==> src/rtl/vx_dispatch_pkg.sv <==
// Shared types and width helpers for the dispatch scheduler.
// Struct fields are sized for the largest supported config; modules use the low bits.
package vx_dispatch_pkg;

   localparam int unsigned MAX_NC_W = 8;
   localparam int unsigned MAX_RQ_W = 8;

   function automatic int unsigned calc_id_w(input int unsigned num_ids);
      return (num_ids > 1) ? $clog2(num_ids) : 1;
   endfunction

   function automatic int unsigned calc_nc_w(input int unsigned num_cores);
      return (num_cores > 1) ? $clog2(num_cores) : 1;
   endfunction

   function automatic int unsigned calc_rq_w(input int unsigned num_reqs);
      return (num_reqs > 1) ? $clog2(num_reqs) : 1;
   endfunction

   typedef struct packed {
      logic [MAX_NC_W-1:0] core_id;
      logic [MAX_NC_W-1:0] size_m1;
   } dispatch_req_t;

   typedef struct packed {
      logic                busy;
      logic [MAX_NC_W:0]   pending;
      logic [MAX_RQ_W-1:0] owner;
   } entry_t;

endpackage

==> src/rtl/vx_dispatch_id_table.sv <==
// Outstanding-dispatch table: lowest-free ID allocation, per-core completion
// counting and a registered one-cycle completion response.
module vx_dispatch_id_table
   import vx_dispatch_pkg::*;
#(
   parameter int unsigned NUM_IDS = 8,
   parameter int unsigned ID_W    = 3,
   parameter int unsigned NC_W    = 2,
   parameter int unsigned RQ_W    = 2
) (
   input  logic            clk,
   input  logic            reset,
   input  logic            alloc,
   input  logic [NC_W-1:0] alloc_size_m1,
   input  logic [RQ_W-1:0] alloc_owner,
   input  logic            done_valid,
   input  logic [ID_W-1:0] done_id,
   output logic [ID_W-1:0] alloc_id,
   output logic            full,
   output logic            stray_done,
   output logic            rsp_valid,
   output logic [ID_W-1:0] rsp_id,
   output logic [RQ_W-1:0] rsp_owner
);

   localparam int unsigned PW = MAX_NC_W + 1;

   entry_t     tbl_q [NUM_IDS];
   logic       any_free;
   logic       done_hit;
   logic       done_last;
   entry_t     done_entry;

   always_comb begin
      alloc_id = '0;
      any_free = 1'b0;
      for (int i = NUM_IDS - 1; i >= 0; i--) begin
         if (!tbl_q[i].busy) begin
            any_free = 1'b1;
            alloc_id = ID_W'(i);
         end
      end
   end

   assign full       = ~any_free;
   assign done_entry = tbl_q[done_id];
   assign done_hit   = done_valid & done_entry.busy;
   assign done_last  = done_hit & (done_entry.pending == PW'(1));
   assign stray_done = done_valid & ~done_entry.busy;

   // alloc only targets FREE entries and done_hit only BUSY ones, so they never collide
   always_ff @(posedge clk) begin
      if (reset) begin
         for (int i = 0; i < NUM_IDS; i++) begin
            tbl_q[i] <= '0;
         end
         rsp_valid <= 1'b0;
         rsp_id    <= '0;
         rsp_owner <= '0;
      end else begin
         rsp_valid <= 1'b0;
         if (alloc) begin
            tbl_q[alloc_id].busy    <= 1'b1;
            tbl_q[alloc_id].pending <= PW'(alloc_size_m1) + PW'(1);
            tbl_q[alloc_id].owner   <= MAX_RQ_W'(alloc_owner);
         end
         if (done_last) begin
            tbl_q[done_id].busy    <= 1'b0;
            tbl_q[done_id].pending <= '0;
            rsp_valid              <= 1'b1;
            rsp_id                 <= done_id;
            rsp_owner              <= done_entry.owner[RQ_W-1:0];
         end else if (done_hit) begin
            tbl_q[done_id].pending <= done_entry.pending - PW'(1);
         end
      end
   end

endmodule

==> src/rtl/vx_dispatch_sched.sv <==
// Round-robin dispatch scheduler with ID allocation and completion tracking.
// Optional performance counters enabled by VX_DISPATCH_SCHED_PERF_EN.
module vx_dispatch_sched
   import vx_dispatch_pkg::*;
#(
   parameter int unsigned NUM_REQS  = 4,
   parameter int unsigned NUM_IDS   = 8,
   parameter int unsigned NUM_CORES = 4,
   localparam int unsigned ID_W     = calc_id_w(NUM_IDS),
   localparam int unsigned NC_W     = calc_nc_w(NUM_CORES),
   localparam int unsigned RQ_W     = calc_rq_w(NUM_REQS)
) (
   input  logic                           clk,
   input  logic                           reset,
   input  logic [NUM_REQS-1:0]            req_valid,
   input  logic [NUM_REQS-1:0][NC_W-1:0]  req_size_m1,
   input  logic [NUM_REQS-1:0][NC_W-1:0]  req_core_id,
   output logic [NUM_REQS-1:0]            req_ready,
   output logic                           out_valid,
   output logic [ID_W-1:0]                out_id,
   output logic [NC_W-1:0]                out_size_m1,
   output logic [NC_W-1:0]                out_core_id,
   input  logic                           out_ready,
   input  logic                           done_valid,
   input  logic [ID_W-1:0]                done_id,
   output logic                           rsp_valid,
   output logic [ID_W-1:0]                rsp_id,
   output logic [RQ_W-1:0]                rsp_owner,
   output logic                           full
`ifdef VX_DISPATCH_SCHED_PERF_EN
   ,
   output logic [31:0]                    perf_stall_full,
   output logic [31:0]                    perf_stray_done
`endif
);

   logic [RQ_W-1:0]     rr_ptr;
   logic [NUM_REQS-1:0] grant;
   logic [RQ_W-1:0]     grant_idx;
   logic                found;
   logic                fire;
   logic                stray_done;
   dispatch_req_t       reqs [NUM_REQS];
   dispatch_req_t       sel;

   always_comb begin
      for (int i = 0; i < NUM_REQS; i++) begin
         reqs[i].core_id = MAX_NC_W'(req_core_id[i]);
         reqs[i].size_m1 = MAX_NC_W'(req_size_m1[i]);
      end
   end

   // Search starts at rr_ptr and wraps; no grant at all while the table is full.
   always_comb begin
      grant     = '0;
      grant_idx = '0;
      found     = 1'b0;
      for (int k = 0; k < NUM_REQS; k++) begin
         int idx;
         idx = (int'(rr_ptr) + k) % NUM_REQS;
         if (!found && !full && req_valid[idx]) begin
            found      = 1'b1;
            grant[idx] = 1'b1;
            grant_idx  = RQ_W'(idx);
         end
      end
   end

   assign sel         = reqs[grant_idx];
   assign out_valid   = |grant;
   assign out_size_m1 = sel.size_m1[NC_W-1:0];
   assign out_core_id = sel.core_id[NC_W-1:0];
   assign req_ready   = grant & {NUM_REQS{out_ready}};
   assign fire        = out_valid & out_ready;

   always_ff @(posedge clk) begin
      if (reset) begin
         rr_ptr <= '0;
      end else if (fire) begin
         rr_ptr <= (int'(grant_idx) == NUM_REQS - 1) ? '0 : grant_idx + RQ_W'(1);
      end
   end

   vx_dispatch_id_table #(
      .NUM_IDS (NUM_IDS),
      .ID_W    (ID_W),
      .NC_W    (NC_W),
      .RQ_W    (RQ_W)
   ) u_id_table (
      .clk           (clk),
      .reset         (reset),
      .alloc         (fire),
      .alloc_size_m1 (out_size_m1),
      .alloc_owner   (grant_idx),
      .done_valid    (done_valid),
      .done_id       (done_id),
      .alloc_id      (out_id),
      .full          (full),
      .stray_done    (stray_done),
      .rsp_valid     (rsp_valid),
      .rsp_id        (rsp_id),
      .rsp_owner     (rsp_owner)
   );

`ifdef VX_DISPATCH_SCHED_PERF_EN
   always_ff @(posedge clk) begin
      if (reset) begin
         perf_stall_full <= '0;
         perf_stray_done <= '0;
      end else begin
         if ((|req_valid) && full && (perf_stall_full != '1)) begin
            perf_stall_full <= perf_stall_full + 32'd1;
         end
         if (stray_done && (perf_stray_done != '1)) begin
            perf_stray_done <= perf_stray_done + 32'd1;
         end
      end
   end
`else
   logic unused_stray;
   assign unused_stray = stray_done;
`endif

endmodule

==> config.mk <==
export PLATFORM = sky130hd
export DESIGN_NAME = vx_dispatch_sched
export DESIGN_NICKNAME = d
export VERILOG_FILES = /design/src/rtl/vx_dispatch_pkg.sv /design/src/rtl/vx_dispatch_id_table.sv /design/src/rtl/vx_dispatch_sched.sv
export SDC_FILE = /design/constraint.sdc
export NUM_CORES = 1
export LEC_CHECK = 0
export ABC_AREA = 1
export BUFFER_PORTS_ARGS = -buffer_cell sky130_fd_sc_hd__buf_2
export CORE_MARGIN = 4
export CORE_UTILIZATION = 40
export DETAILED_ROUTE_END_ITERATION = 16
export GPL_ROUTABILITY_DRIVEN = 0
export GPL_TIMING_DRIVEN = 0
export PLACE_DENSITY = 0.66
export SETUP_SLACK_MARGIN = 0.3
export SLEW_MARGIN = 20
export SYNTH_ARGS = -nofsm -noshare
export SYNTH_HDL_FRONTEND = slang
export SYNTH_SLANG_ARGS = --single-unit
==> constraint.sdc <==
create_clock -name clk -period 3.9 [get_ports clk]
set_input_delay 0.195 -clock clk [delete_from_list [all_inputs] [get_ports clk]]
set_output_delay 0.195 -clock clk [all_outputs]
set_load 0.02 [all_outputs]
==> run metrics <==
mapped cell area=between 5000 and 6000 sq um; Setup crit end kind=flip-flop; vias per cell=5.23; PD cells=~520 nW/um^2; DRT Pass-1 Iters=5; Final Hold Viols=0; clock tree sinks=104; CTS Buffer Depth=2; Synth Register Bits=104; setup TNS=0 ps; post-DP HPWL=about 11 mm; Nets=798; syn avg cell area=8.39 sq um; Hold Path Class=input pin to flip-flop; CTS H-tree lvls=3; Setup Skew=about 12 ps; Worst slew margin=0.568; first-pass GRT wire length=24.2 mm; RSZ-0062 raised after global routing=false; die area=16700 sq um; Slew Viols, Final=0; GRT Total Usage=0.185; Post-DRT Antenna Nets=0; Post-Syn Nets=741; Placed Instances=931; vias in the first global route=4779; Yosys cell types=42; grt total ovfl=0; CTS tree=yes; final setup vio count=0; initial core utilization=0.407; outcome=complete, no violations; Worst-Margin Slew=649 ps; Leak=~2.8 nW; WP data arrival=3300 ps; Cells after Synth=approximately 700; Buffers on Ports=44; die width=129 microns; clock root buffer=clkbuf_16; Max IR drop VDD=roughly 0.39 mV; Startpoint Class=flip-flop; Yosys warnings=0; MaxCap Viol Count=0; Syn-to-layout area delta=13.7%; slack of the worst reg-to-reg path=roughly 580 ps; die extent in y=129 microns; register area share after synthesis=0.502; Crit path required time=about 3900 ps; fillers=1419; First DRT Iteration DRCs=between 400 and 500; CTS Hold Bufs=0; worst r2r dst=u_id_table.tbl_q[5][7]; Hold Path Sink=rr_ptr[0]; final WL=15.2 mm; Peak Freq=0.302 GHz; kind of critical path=flip-flop to flip-flop; final instance area=6700 sq um; share of layout cells above drive strength 1=0.180; Num CTS Buffers=9; Hold Crit Depth=2; Post-Layout Cell Count=949; io pins=46; Vias=4961; Period minus WS final=3320 ps; antenna violations before repair=0; Final Cycle Share=0.850; num rows=44; Core Footprint=14500 sq um; WL/cell=roughly 16 microns; Post-route DRC=0; largest net degree at the start of global routing=19; CP max FO=10; clock insertion delay at the later pin of the skew report=350 ps; worst hold start=reset; FF-to-FF path depth=16; Reg-to-Reg Start=rr_ptr[0]; Reg clk slew, reported paths=70 ps; antenna cells=0; placed cell areas=6350 sq um
## metal layers
layer	vias up	routed length [microns]	track usage
li1	2472	-	-
met1	2326	6740	0.245
met2	134	7250	0.307
met3	29	787	0.0326
met4	0	380	0.0672
met5	-	0	0
## power by group
group,switching [mW],internal (mW),leakage (nW)
Sequential,0.0360,1.30,1.04
Clock,0.430,0.508,0.142
Combinational,0.854,0.366,1.59
## metrics by stage
step	hold slack [ps]	power (mW)	setup slack (ps)	util
after global placement	453	2.49	153	0.438
final	93.5	3.49	584	0.463
after detailed placement	462	2.50	115	0.438
after global routing	95.1	3.68	319	0.463
after floorplan	264	2.16	581	-
after CTS	101	3.43	370	0.460
## cells by family (layout without fill, tap and decap cells)
| logic type | count (synthesis) | in the layout | synth area share |
|---|---|---|---|
| xor+xnor | 3 | 3 | 0.00573 |
| fa+ha+maj | 11 | 11 | 0.0233 |
| flops | 104 | 104 | 0.502 |
| buf+inv | 80 | 142 | 0.0590 |
| compound gates | 102 | 102 | 0.0946 |
| simple gates | 403 | 403 | 0.315 |
## state kept, by name (all words and copies together) (netlist names)
register,flops
rr_ptr,2
u_id_table.rsp_id,3
u_id_table.rsp_owner,2
u_id_table.rsp_valid,1
u_id_table.tbl_q,96
## cell usage after synthesis (all sizes together)
cell type    n  area [sq um]
a221oi       3          32.5
a21oi       36           184
o2bb2ai      1          8.76
clkbuf       4          15.0
o22ai        4          25.0
nor2       114           493
a22oi        4          30.0
a22o         1          8.76
ha          11           138
xor2         2          17.5
edfxtp      88          2640
buf         19           119
dfxtp       16           320
nand3b       2          18.8
o21ai       53           269
nand3       49           305
nor3        10          55.1
xnor2        1          16.3
inv         57           214
nand4       14           151
and3         1          6.26
and2         1          6.26
nand2      212           821
## worst max-delay path by stage
stage | from | endpoint | slack (ps) | cells after the start
final | rr_ptr[0] | u_id_table.tbl_q[5][7] | 580 | 16
after global routing | rr_ptr[0] | u_id_table.tbl_q[2][4] | 320 | 20
after CTS | rr_ptr[0] | u_id_table.tbl_q[3][3] | 370 | 19
after detailed placement | rr_ptr[1] | u_id_table.tbl_q[3][3] | 110 | 18
after global placement | rr_ptr[1] | u_id_table.tbl_q[2][3] | 150 | 18
after floorplan | rr_ptr[0] | u_id_table.tbl_q[2][3] | 580 | 19
## final cells by class
class / instances / area, sq um / area share
Buffer: 23 / 140 / 0.0209
Clock buffer: 10 / 229 / 0.0342
Clock inverter: 6 / 73.8 / 0.0110
Inverter: 57 / 220 / 0.0328
Multi-Input combinational cell: 519 / 2610 / 0.389
Sequential cell: 104 / 2970 / 0.442
Tap cell: 184 / 230 / 0.0343
Timing Repair Buffer: 46 / 235 / 0.0351
## worst max-delay path: stages (launching register included)
cell and delay (ps):
dfxtp_2 380, buf_4 180, inv_2 80, ha_1 350
inv_1 110, nand3_1 80, nand2_1 100, inv_1 90
nor2_4 140, buf_6 150, nand3_1 80, nand3_1 120
nor2_1 60, nand2_2 90, buf_6 180, nand4_2 260
nand3_1 510
## layout by cell type (no fill, tap or decap), types with 4 or more instances in the layout
cell type	n
nand4_1	8
inv_2	17
buf_4	7
inv_1	38
nor2_1	105
nand3_1	38
o21ai_1	27
nor2_4	4
a22oi_1	4
o21ai_0	25
nand2_2	5
clkbuf_16	9
nand2_1	205
ha_1	11
nor3_1	9
a21oi_1	35
dfxtp_1	14
nand3_2	9
edfxtp_1	88
clkbuf_1	5
buf_2	51
## what timing repair did
action | 4_1_cts | 5_1_grt
endpoints found under the setup margin | 9 | 68
setup buffers | 0 | 2
hold endpoints to repair | 0 | 0
resized for setup | 3 | 9
(Power assumes the default switching activity.)
